## src/rtl/cndm_proto_dma_rd_sched.sv

```systemverilog
// cndm_proto_dma_rd_sched
// Credit-limited round-robin scheduler that shares one DMA read descriptor
// channel between PORTS clients. The client index is stamped into the upper
// m_req_tag bits, and read statuses are routed back to the originating client.
// Each client's in-flight reads are capped at MAX_OUTSTANDING.
// Optional macro CNDM_PROTO_DMA_RD_SCHED_STATS_EN adds the stat_issued port,
// which holds one 32-bit issued-descriptor counter per client.
module cndm_proto_dma_rd_sched #(
  parameter int PORTS           = 2,
  parameter int ADDR_W          = 64,
  parameter int LEN_W           = 20,
  parameter int TAG_W           = 8,
  parameter int MAX_OUTSTANDING = 4,
  localparam int CL_PORTS       = (PORTS > 1) ? $clog2(PORTS) : 1
) (
  input  logic                      clk,
  input  logic                      rst_n,
  input  logic [PORTS-1:0]          port_en,
  input  logic [PORTS*ADDR_W-1:0]   s_req_addr,
  input  logic [PORTS*LEN_W-1:0]    s_req_len,
  input  logic [PORTS*TAG_W-1:0]    s_req_tag,
  input  logic [PORTS-1:0]          s_req_valid,
  output logic [PORTS-1:0]          s_req_ready,
  output logic [ADDR_W-1:0]         m_req_addr,
  output logic [LEN_W-1:0]          m_req_len,
  output logic [CL_PORTS+TAG_W-1:0] m_req_tag,
  output logic                      m_req_valid,
  input  logic                      m_req_ready,
  input  logic [CL_PORTS+TAG_W-1:0] s_sts_tag,
  input  logic [3:0]                s_sts_error,
  input  logic                      s_sts_valid,
  output logic [PORTS*TAG_W-1:0]    m_sts_tag,
  output logic [PORTS*4-1:0]        m_sts_error,
  output logic [PORTS-1:0]          m_sts_valid,
  output logic [PORTS*8-1:0]        outstanding,
`ifdef CNDM_PROTO_DMA_RD_SCHED_STATS_EN
  output logic [PORTS*32-1:0]       stat_issued,
`endif
  output logic                      sts_drop
);

  typedef enum logic [0:0] {IDLE = 1'b0, ISSUE = 1'b1} state_t;

  state_t              state_r, next_state_s;
  logic [CL_PORTS-1:0] rr_ptr_r, sel_r, grant_idx_s, cand_s, sts_idx_s;
  logic                grant_found_s, load_s, issue_done_s;
  logic [PORTS-1:0]    eligible_s, req_ready_s, sts_hit_s, inc_s;
  logic [7:0]          count_r [PORTS];

  assign sts_idx_s   = s_sts_tag[TAG_W +: CL_PORTS];
  assign s_req_ready = req_ready_s;

  // Per-client eligibility, issue increments, and status hits (a hit needs a live in-flight read)
  always_comb begin
    eligible_s = {PORTS{1'b0}};
    sts_hit_s  = {PORTS{1'b0}};
    inc_s      = {PORTS{1'b0}};
    for (int p = 0; p < PORTS; p++) begin
      eligible_s[p] = s_req_valid[p] && port_en[p] && (count_r[p] < 8'(MAX_OUTSTANDING));
      sts_hit_s[p]  = s_sts_valid && (sts_idx_s == CL_PORTS'(p)) && (count_r[p] != 8'd0);
      inc_s[p]      = issue_done_s && (sel_r == CL_PORTS'(p));
    end
  end

  // Round-robin search: first eligible client at or after rr_ptr_r, wrapping at PORTS
  always_comb begin
    grant_found_s = 1'b0;
    grant_idx_s   = {CL_PORTS{1'b0}};
    cand_s        = {CL_PORTS{1'b0}};
    for (int i = 0; i < PORTS; i++) begin
      cand_s = CL_PORTS'((int'(rr_ptr_r) + i) % PORTS);
      if (!grant_found_s && eligible_s[cand_s]) begin
        grant_found_s = 1'b1;
        grant_idx_s   = cand_s;
      end else begin
        grant_found_s = grant_found_s;
      end
    end
  end

  // FSM next state: accept one client in IDLE, hold the descriptor in ISSUE until the engine takes it
  always_comb begin
    next_state_s = state_r;
    req_ready_s  = {PORTS{1'b0}};
    load_s       = 1'b0;
    issue_done_s = 1'b0;
    case (state_r)
      IDLE: begin
        if (grant_found_s) begin
          req_ready_s[grant_idx_s] = 1'b1;
          load_s                   = 1'b1;
          next_state_s             = ISSUE;
        end else begin
          next_state_s = IDLE;
        end
      end
      ISSUE: begin
        if (m_req_ready) begin
          issue_done_s = 1'b1;
          next_state_s = IDLE;
        end else begin
          next_state_s = ISSUE;
        end
      end
      default: next_state_s = IDLE;
    endcase
  end

  // FSM state register; m_req_valid is high exactly while the FSM is in ISSUE
  always_ff @(posedge clk or negedge rst_n) begin
    if (!rst_n) begin
      state_r     <= IDLE;
      m_req_valid <= 1'b0;
    end else begin
      state_r     <= next_state_s;
      m_req_valid <= (next_state_s == ISSUE);
    end
  end

  // Capture the granted descriptor; it stays stable for the whole ISSUE phase
  always_ff @(posedge clk or negedge rst_n) begin
    if (!rst_n) begin
      m_req_addr <= {ADDR_W{1'b0}};
      m_req_len  <= {LEN_W{1'b0}};
      m_req_tag  <= {(CL_PORTS+TAG_W){1'b0}};
      sel_r      <= {CL_PORTS{1'b0}};
    end else if (load_s) begin
      m_req_addr <= s_req_addr[grant_idx_s*ADDR_W +: ADDR_W];
      m_req_len  <= s_req_len[grant_idx_s*LEN_W +: LEN_W];
      m_req_tag  <= {grant_idx_s, s_req_tag[grant_idx_s*TAG_W +: TAG_W]};
      sel_r      <= grant_idx_s;
    end
  end

  // After each completed issue, move the round-robin pointer past the served client
  always_ff @(posedge clk or negedge rst_n) begin
    if (!rst_n) begin
      rr_ptr_r <= {CL_PORTS{1'b0}};
    end else if (issue_done_s) begin
      rr_ptr_r <= (sel_r == CL_PORTS'(PORTS - 1)) ? {CL_PORTS{1'b0}} : sel_r + CL_PORTS'(1);
    end
  end

  // In-flight counters: +1 on issue handshake, -1 on a routed status, unchanged when both occur
  always_ff @(posedge clk or negedge rst_n) begin
    if (!rst_n) begin
      for (int p = 0; p < PORTS; p++) count_r[p] <= 8'd0;
    end else begin
      for (int p = 0; p < PORTS; p++) begin
        if (inc_s[p] && !sts_hit_s[p]) begin
          count_r[p] <= count_r[p] + 8'd1;
        end else if (!inc_s[p] && sts_hit_s[p]) begin
          count_r[p] <= count_r[p] - 8'd1;
        end else begin
          count_r[p] <= count_r[p];
        end
      end
    end
  end

  // Route each status to its client lane one cycle later; a status with no owner sets the sticky drop flag
  always_ff @(posedge clk or negedge rst_n) begin
    if (!rst_n) begin
      m_sts_valid <= {PORTS{1'b0}};
      m_sts_tag   <= {(PORTS*TAG_W){1'b0}};
      m_sts_error <= {(PORTS*4){1'b0}};
      sts_drop    <= 1'b0;
    end else begin
      m_sts_valid <= sts_hit_s;
      for (int p = 0; p < PORTS; p++) begin
        if (sts_hit_s[p]) begin
          m_sts_tag[p*TAG_W +: TAG_W] <= s_sts_tag[TAG_W-1:0];
          m_sts_error[p*4 +: 4]       <= s_sts_error;
        end
      end
      if (s_sts_valid && (sts_hit_s == {PORTS{1'b0}})) begin
        sts_drop <= 1'b1;
      end
    end
  end

  // Expose the registered counters, zero-extended to 8 bits per client
  always_comb begin
    outstanding = {(PORTS*8){1'b0}};
    for (int p = 0; p < PORTS; p++) outstanding[p*8 +: 8] = count_r[p];
  end

`ifdef CNDM_PROTO_DMA_RD_SCHED_STATS_EN
  logic [31:0] issued_r [PORTS];

  // Free-running issued-descriptor counters; they wrap naturally at 2^32
  always_ff @(posedge clk or negedge rst_n) begin
    if (!rst_n) begin
      for (int p = 0; p < PORTS; p++) issued_r[p] <= 32'd0;
    end else begin
      for (int p = 0; p < PORTS; p++) begin
        if (inc_s[p]) issued_r[p] <= issued_r[p] + 32'd1;
      end
    end
  end

  // Pack the per-client counters onto the stat_issued port
  always_comb begin
    stat_issued = {(PORTS*32){1'b0}};
    for (int p = 0; p < PORTS; p++) stat_issued[p*32 +: 32] = issued_r[p];
  end
`endif

endmodule

```

## config.mk

```make
export PLATFORM = sky130hd
export DESIGN_NAME = cndm_proto_dma_rd_sched
export DESIGN_NICKNAME = d
export VERILOG_FILES = /design/src/rtl/cndm_proto_dma_rd_sched.sv
export SDC_FILE = /design/constraint.sdc
export NUM_CORES = 1
export LEC_CHECK = 0
export BUFFER_PORTS_ARGS = -buffer_cell sky130_fd_sc_hd__buf_4
export CAP_MARGIN = 20
export CORE_AREA = 5 5 129 131
export DETAILED_ROUTE_END_ITERATION = 10
export DIE_AREA = 0 0 134 136
export PLACE_DENSITY = 0.74
export SLEW_MARGIN = 20
export SYNTH_ARGS = -nofsm -noshare
export SYNTH_HDL_FRONTEND = slang
export SYNTH_SLANG_ARGS = --single-unit
```

## constraint.sdc

```tcl
create_clock -name clk -period 4.1 [get_ports clk]
set_clock_uncertainty 0.1 [all_clocks]
set_input_delay 0.41 -clock clk [delete_from_list [all_inputs] [get_ports clk]]
set_output_delay 0.41 -clock clk [all_outputs]
set_load 0.005 [all_outputs]
```

After elaboration in Yosys (flattened, before gate mapping)
Index checks and enable logic that the tools add are counted.
{"block": "word_totals", "input_bits": 205, "register_bits": 139}
{"block": "op_classes", "add_sub_neg": 6, "mux": 23, "n_lt_le_gt_ge": 6, "n_mul": 1, "reduce_logical": 27, "n_shift": 3, "bitwise": 3}
{"operator": "128-bit by 8-bit variable part select with 64-bit output", "n": 1}
{"operator": "40-bit by 7-bit variable part select with 20-bit output", "n": 1}
{"operator": "8-bit 2-to-1 mux", "n": 4}
{"operator": "1-bit logical AND", "n": 17}
{"operator": "8-bit by 1-bit adder with 8-bit output (second input constant)", "n": 2}
{"operator": "8-bit by 3-bit < comparator with 1-bit output (second input constant)", "n": 2}
{"operator": "8-bit nonzero test", "n": 2}
{"operator": "16-bit by 5-bit variable part select with 8-bit output", "n": 1}
{"operator": "8-bit by 1-bit subtractor with 8-bit output (second input constant)", "n": 2}
{"operator": "1-bit 2-to-1 mux", "n": 15}
{"operator": "1-bit by 2-bit < comparator with 1-bit output (second input constant)", "n": 3}
{"operator": "1-bit logical NOT", "n": 5}
{"operator": "1-bit by 3-bit multiplier with 4-bit output (second input constant)", "n": 1}
{"operator": "2-bit 2-to-1 mux", "n": 2}
{"operator": "2-bit nonzero test", "n": 2}
{"operator": "1-bit inverter", "n": 3}
{"operator": "1-bit adder (second input constant)", "n": 2}
{"operator": "2-bit logical NOT", "n": 1}
{"operator": "1-bit case mux with 2 select lines", "n": 1}
{"operator": "1-bit demux with 1-bit select", "n": 1}
{"operator": "1-bit greater-or-equal comparator (second input constant)", "n": 1}

Depth between registers and ports, before layout
Gate-level depths: netlist of run 1.
{"block": "logic_depth", "depth_word": 14, "depth_mapped": 14, "mapped_depth_nobuf": 13}

Worst setup path after synthesis of run 1
OpenSTA, ideal clock, no wires.
{"block": "synth_timing", "kind": "reg2reg", "from": "register count_r, in the netlist outstanding[5]", "to": "register count_r, in the netlist outstanding[6]", "setup_time_ns": 0.069, "t_required_ns": 3.931, "synth_period_minus_slack_ns": 3.249, "path_stages_with_launch": 15, "slack_ns": 0.851, "t_arrival_ns": 3.081, "cell_sequence": "dfrtp_1 -> nor4_2 -> nand2_1 -> nor3_1 -> nor3b_1 -> buf_2 -> inv_1 -> ha_1 -> inv_1 -> fa_1 -> a21o_1 -> a21oi_1 -> nor2b_1 -> or4_1 -> nand3_1"}
{"block": "synth_via", "elab_chain_len": 5}
{"item": "start, declared", "line": "48", "source": "logic [7:0] count_r [PORTS];"}
{"item": "start signal, assigned by index", "line": "151", "source": "count_r[p] <= count_r[p] + 8'd1;"}
{"item": "start signal, assigned by index", "line": "153", "source": "count_r[p] <= count_r[p] - 8'd1;"}
{"item": "start signal, assigned by index", "line": "155", "source": "count_r[p] <= count_r[p];"}
{"item": "8-bit nonzero test (*)", "line": "60", "source": "sts_hit_s[p] = s_sts_valid && (sts_idx_s == CL_PORTS'(p)) && (count_r[p] != 8'd0);"}
{"item": "1-bit logical AND (*)", "line": "60"}
{"item": "net sts_hit_s[0]", "line": "47", "source": "logic [PORTS-1:0] eligible_s, req_ready_s, sts_hit_s, inc_s;"}
{"item": "1-bit logical NOT", "line": "150", "source": "if (inc_s[p] && !sts_hit_s[p]) begin"}
{"item": "1-bit logical AND", "line": "150"}
{"item": "8-bit 2-to-1 mux or 2-bit nonzero test (tied branches)"}
The timed path passes the listed nets; every way through them passes the cells marked *. The select of a mux whose other input is x is not followed.
A chain may end at the register's enable or synchronous reset.

Worst setup path in the final report of run 1
{"block": "layout_timing", "from": "register count_r, in the netlist outstanding[5]", "to": "register count_r, in the netlist outstanding[6]"}
{"block": "layout_via", "elab_chain_len": 5}
{"item": "parallel branches: the longest is 5 deep, another holds 8-bit by 1-bit subtractor with 8-bit output"}
Several ways; the timed one is not identified. The select of a mux whose other input is x is not followed.

==> results.txt, run 1 <==
Hold Vio Cnt, Final -> 0
Root Buffer -> clkbuf_16
post-synth design cell area -> 6380 µm²
Synth Register Bits -> 138
most common cell in the netlist -> dfrtp_1
Setup TNS -> 0 ns
Die Y -> 136 µm
Via Count -> 5796
post-synthesis adder-cell area fraction -> 3.37%
PortBufs -> 343
Post-Place Cells -> 1024
Peak Freq -> 0.269 GHz
DRC -> 0
Worst setup SP type -> flip-flop
first-pass GRT wire length -> 34.1 mm
syn nets -> 739
top cell type's share of synthesized area -> 54.1%
H-tree levels -> 4
CP endpoint kind -> flip-flop
Finish-stage setup viols -> 0
First-pass DRT Iterations -> 4
HP Class -> input pin to async pin
design area -> 9690 µm²
TritonCTS Buffers -> 17
Pwr Total -> 6.51 mW
die width -> 134 µm
Tot GR Track Use -> 23.8%
pin count of the biggest net entering global routing -> 114
RSZ-0062 raised after global routing -> false
slack of the worst reg-to-reg path -> 0.38 ns
Post-CTS Setup Bufs -> 0
status -> finished, final reports clean
core footprint -> 15500 µm²
Final Non-Filler Cells -> 1056
Synth async-reset ratio -> 100%
WHS -> 0.00787 ns
reg2reg path depth -> 13
Synth top cells by count -> dfrtp_1, nor2b_1, a221o_1, mux2_2, buf_2
number of fill cells in the layout -> 1236
clk sinks -> 138
final worst slack -> 0.377 ns
post-CTS resize count -> 0
CTS tree -> built
vias in the first global route -> 6089
dpl ws -> 0.341 ns
largest family of logic cells by synthesized area -> compound AO/OA/AOI/OAI gates
WL per Instance -> 21.1 µm
multi-input logic area -> 2730 µm²
Ant. Diodes -> 0
initial antenna violation count -> 0
mux cell area share after synthesis -> 4.74%
count of unique library cells instantiated by Yosys -> 43
CP Data Arrival Time -> 3.98 ns
routability cong. -> 0.922
Slew HR -> 32.2%
total grt overflow -> 0
Slew Viols, Final -> 0
Post-synth EDFFs -> 0
reg-to-reg startpoint -> outstanding[5]$_DFFE_PN0P_
final WL -> 22.3 mm
fin crit period -> 3.72 ns
leakage dissipation -> 4.83 nW
PwrDens -> 672 nW/µm²
post-synthesis compound-gate area fraction -> 19.1%
IO Pins -> 344
Ys Warns -> 0
Post-CTS Hold Buffers -> 0
Synth area leaders -> dfrtp_1, a221o_1, nor2b_1
Peak VDD IR -> 0.000321 V
Via density -> 5.49
synth-to-layout area growth -> 51.7%
Crit Path Max Fanout -> 14
DIE AREA -> 18200 µm²
Seq/Total Area, Yosys -> 54.1%
crit path kind -> flip-flop to flip-flop
Simple-Gate Fraction of Synth Area -> 13.6%
Gate Count Post-Synth -> 518
share of cells above drive strength 1 -> 48.3%
worst skew pair latency -> 0.42 ns
top_reg_cell synth -> dfrtp_1
Sequential Area -> 3450 µm²
clk slew on worst S/H paths -> 0.06 ns
post-DP HPWL -> 16.5 mm
syn_area_per_cell -> 12.3 µm²
post-synthesis xor/xnor area fraction -> 1.51%
Max-Cap Viols -> 0
layout net count -> 1072
r2r endpoint -> outstanding[6]$_DFFE_PN0P_
Final Util -> 62.6%
DRT iter0 DRCs -> 421
Cell Area, Placed -> 9080 µm²
biggest area consumer among synthesized cells -> dfrtp_1
Crit path required time -> 4.35 ns
Clock Path Buffers -> 2
Site Rows -> 46
fin crit share -> 90.8%
starting density of the core -> 41.2%
Routed Antenna Nets -> 0
worst slew pin tran -> 1.02 ns
-- per-layer routing --
layer / track usage [%] / vias to the layer above / wire [µm]
li1: - / 2617 / -
met1: 28.6 / 2889 / 8600
met2: 40.7 / 245 / 11400
met3: 6.99 / 45 / 1640
met4: 8.97 / 0 / 667
met5: 0 / - / 0
-- kinds of logic (layout without fill, tap and decap cells) --
group	count (synthesis)	after routing
xor gates and xnor gates	11	11
AOI/OAI and AO/OA	139	139
buffers and inverters	45	391
adders and majority gates	16	16
and+or+nand+nor	142	142
muxes	27	27
DFF	138	138
-- placed cells by master (no fill, tap or decap), types with 2 or more instances in the layout --
cell type,n
a211oi_1,5
a21o_1,5
a21oi_1,10
a221o_1,92
and3_1,3
buf_4,349
bufinv_16,2
clkbuf_16,17
clkinv_4,3
clkinvlp_4,4
dfrtp_1,138
fa_1,2
ha_1,14
inv_1,8
inv_6,4
mux2_2,26
nand2_1,17
nand2b_1,2
nand3_1,2
nand4_2,2
nor2_1,9
nor2b_1,93
nor3_1,4
nor3b_1,2
o21ai_0,16
o21bai_1,3
xnor2_1,6
xor2_1,5
-- power breakdown --
part / switching, mW / total [mW] / leakage (nW) / internal, mW
clock: 0.638 / 1.55 / 0.279 / 0.908
combinational: 1.12 / 2.69 / 2.84 / 1.57
sequential: 0.382 / 2.27 / 1.72 / 1.89
-- worst max path at each step --
stage                               start                         end  cells past startpoint
2_1_floorplan  outstanding[5]$_DFFE_PN0P_  outstanding[6]$_DFFE_PN0P_                     14
3_3_place_gp   outstanding[5]$_DFFE_PN0P_  outstanding[6]$_DFFE_PN0P_                     13
3_5_place_dp   outstanding[5]$_DFFE_PN0P_  outstanding[6]$_DFFE_PN0P_                     13
4_1_cts        outstanding[5]$_DFFE_PN0P_  outstanding[6]$_DFFE_PN0P_                     13
5_1_grt        outstanding[5]$_DFFE_PN0P_  outstanding[6]$_DFFE_PN0P_                     13
6_report       outstanding[5]$_DFFE_PN0P_  outstanding[6]$_DFFE_PN0P_                     13
-- sequential cells by signal, summed over array words and instances, names as in the netlist --
name and cells:
m_sts_valid 2, state_r 1, m_req_addr 64, outstanding 16, m_req_tag 9, m_req_len 20
m_sts_error 8, m_sts_tag 16, sts_drop 1, rr_ptr_r 1
-- worst max-delay path, stage by stage (launching register included) --
cell     delay, ns
dfrtp_1       0.44
nor4_2        0.37
nand2_1       0.10
nor3_1        0.38
nor3b_4       0.20
inv_1         0.10
ha_1          0.23
inv_1         0.17
fa_1          0.45
a21o_1        0.21
a21oi_1       0.25
nor2b_1       0.09
or4_1         0.47
nand3_1       0.10
-- layout make-up --
cell class / instances / share of cell area (%)
clock buffer: 17 / 4.39
clock inverter: 15 / 1.73
inverter: 9 / 0.349
multi-input combinational: 335 / 28.2
sequential: 138 / 35.7
tap: 192 / 2.48
timing repair buffer: 350 / 27.2
No activity file was read; power rests on OpenSTA's default activity.
==> inputs of run 2 (changes only) <==
--- a/config.mk
+++ b/config.mk
@@ -7,10 +7,13 @@
 export LEC_CHECK = 0
 export BUFFER_PORTS_ARGS = -buffer_cell sky130_fd_sc_hd__buf_4
 export CAP_MARGIN = 20
-export CORE_AREA = 5 5 129 131
+export CELL_PAD_IN_SITES_DETAIL_PLACEMENT = 0
+export CELL_PAD_IN_SITES_GLOBAL_PLACEMENT = 1
+export CORE_MARGIN = 5
+export CORE_UTILIZATION = 34
 export DETAILED_ROUTE_END_ITERATION = 10
-export DIE_AREA = 0 0 134 136
-export PLACE_DENSITY = 0.74
+export MAX_ROUTING_LAYER = met4
+export PLACE_DENSITY = 0.79
 export SLEW_MARGIN = 20
 export SYNTH_ARGS = -nofsm -noshare
 export SYNTH_HDL_FRONTEND = slang
==> run 2 against run 1 <==
Clock power shrank 7%. Worst setup slack gained 0.41 ns. Combinational power shrank 1%. Non-clock buffer count grew 5. Global-route usage shrank 3.5 points. Fmax grew 12%. Final cell count grew 4.5%. Register-to-register slack gained 0.41 ns. First-iteration DRC count shrank 41%. Final area grew 0.56%. Highest routed layer unchanged.
==> results.txt, run 2 (synthesis gave the netlist of run 1 again) <==
WL per Instance -> 19.9 µm
Peak Freq -> 0.302 GHz
Hold Path Origin -> s_req_addr[59]
Via Count -> 5651
Most common cell on crit path -> inv_1
synth-to-layout area growth -> 52.5%
total grt overflow -> 0
initial antenna violation count -> 0
Biggest register -> m_req_addr
Setup TNS -> 0 ns
Die Y -> 147 µm
share of cells above drive strength 1 -> 47.9%
most frequent cells in the layout -> buf_4, dfrtp_1, nor2b_1
final WL -> 21.9 mm
Hold Vio Cnt, Final -> 0
post-CTS resize count -> 0
die width -> 147 µm
fin crit period -> 3.31 ns
CP Data Arrival Time -> 3.56 ns
Finish-stage setup viols -> 0
Via density -> 5.12
slack of the worst reg-to-reg path -> 0.79 ns
post-DP HPWL -> 15.9 mm
crit path cell chain -> nor4_2 -> nand2_1 -> nor3_1 -> nor3b_2 -> inv_1 -> ha_1 -> inv_1 -> fa_1 -> a21o_1 -> a21oi_1 -> nor2b_1 -> or4_1 -> nand3_1
routability cong. -> 0.897
Final Util -> 52.4%
sw power -> 2.02 mW
combinational fraction of design power -> 41.9%
DRC -> 0
Ant. Diodes -> 0
Sw Ratio -> 31.8%
PwrDens -> 651 nW/µm²
Int Pwr -> 4.32 mW
PortBufs -> 343
Tot GR Track Use -> 20.3%
leakage dissipation -> 4.84 nW
clk slew on worst S/H paths -> 0.06 ns
Crit path required time -> 4.35 ns
Clock Power Share -> 22.7%
worst skew pair latency -> 0.41 ns
status -> finished, final reports clean
pin count of the biggest net entering global routing -> 81
Post-CTS Setup Bufs -> 0
CP endpoint kind -> flip-flop
layout net count -> 1077
Post-CTS Hold Buffers -> 1
sequential power share -> 35.4%
r2r endpoint -> outstanding[6]$_DFFE_PN0P_
Slew Viols, Final -> 0
slowest CP cell -> or4_1
IO Pins -> 344
vias in the first global route -> 5775
core footprint -> 18600 µm²
CTS tree -> built
Hold Path Stages -> 2
TritonCTS Buffers -> 17
Clock Path Buffers -> 2
first-pass GRT wire length -> 33.5 mm
Root Buffer -> clkbuf_16
DRT iter0 DRCs -> 247
Max-Cap Viols -> 0
Slew HR -> 48.6%
HP Class -> input pin to flip-flop
reg2reg path depth -> 13
number of fill cells in the layout -> 1681
multi-input logic area -> 2730 µm²
crit path kind -> flip-flop to flip-flop
Top Registers -> m_req_addr: 64 flops, m_req_len: 20 flops
Site Rows -> 50
Routed Antenna Nets -> 0
Crit Path Max Fanout -> 7
starting density of the core -> 34.4%
First-pass DRT Iterations -> 4
Sequential Area -> 3450 µm²
most common cell after layout, fill and taps aside -> buf_4
fin crit share -> 80.8%
Peak VDD IR -> 0.000308 V
Worst setup SP type -> flip-flop
slowest cell delay on critical path -> 0.46 ns
worst slew pin tran -> 0.771 ns
Hold Path End -> m_req_addr[59]$_DFFE_PN0P_
max FFs per register -> 64
DIE AREA -> 21600 µm²
H-tree levels -> 4
reg-to-reg startpoint -> outstanding[5]$_DFFE_PN0P_
clk sinks -> 138
RSZ-0062 raised after global routing -> false
## run 2: area by class of cell
class	count	area share [%]
flip-flops and latches	138	35.5
multi-input cells	335	28.0
repair buffers	355	27.6
clock buffers	23	4.70
well taps	234	3.01
clock inverters	9	0.951
inverters	9	0.347
## run 2: metrics by stage
stage / power [mW] / instances / setup WS, ns / cell area [µm²] / hold WS [ns]
floorplan: 3.57 / 518 / 0.851 / 6380 / 0.0144
global placement: 4.91 / 1070 / 0.815 / 9180 / 0.361
detailed placement: 4.93 / 1070 / 0.785 / 9180 / 0.391
CTS: 6.41 / 1103 / 0.762 / 9740 / 0.104
global route: 6.79 / 1103 / 0.486 / 9740 / 0.100
finish: 6.34 / 1103 / 0.787 / 9740 / 0.123
## run 2: routing by layer
layer	share of wire [%]	up-vias	global-route usage [%]	routed length [µm]
li1	-	2619	-	-
met1	42	2773	25.4	9210
met2	48	230	31.9	10600
met3	7.5	29	6.51	1650
met4	2.2	0	5.64	472
met5	0	-	-	0
## run 2: worst max-delay path by stage
stage                                     from                         end  slack (ns)  depth (start not counted)
floorplan           outstanding[5]$_DFFE_PN0P_  outstanding[6]$_DFFE_PN0P_        0.85                         14
global placement    outstanding[5]$_DFFE_PN0P_  outstanding[6]$_DFFE_PN0P_        0.82                         13
detailed placement  outstanding[5]$_DFFE_PN0P_  outstanding[6]$_DFFE_PN0P_        0.79                         13
CTS                 outstanding[5]$_DFFE_PN0P_  outstanding[6]$_DFFE_PN0P_        0.76                         13
global route        outstanding[5]$_DFFE_PN0P_  outstanding[6]$_DFFE_PN0P_        0.49                         13
finish              outstanding[5]$_DFFE_PN0P_  outstanding[6]$_DFFE_PN0P_        0.79                         13
## run 2: worst max-delay path: cells and delay by family (launching register included)
family / cells / cell delay (ns)
flops: 1 / 0.42
simple gates: 7 / 1.44
buf+inv: 2 / 0.23
fa+ha+maj: 2 / 0.66
compound gates: 2 / 0.39
## run 2: power by group through the flow
| stage | sequential (mW) | clock (mW) | combinational [mW] |
|---|---|---|---|
| finish | 2.24 | 1.44 | 2.65 |
| global route | 2.32 | 1.54 | 2.93 |
| global placement | 2.25 | 0 | 2.66 |
| CTS | 2.25 | 1.48 | 2.69 |
| floorplan | 2.26 | 0 | 1.32 |
| detailed placement | 2.26 | 0 | 2.67 |
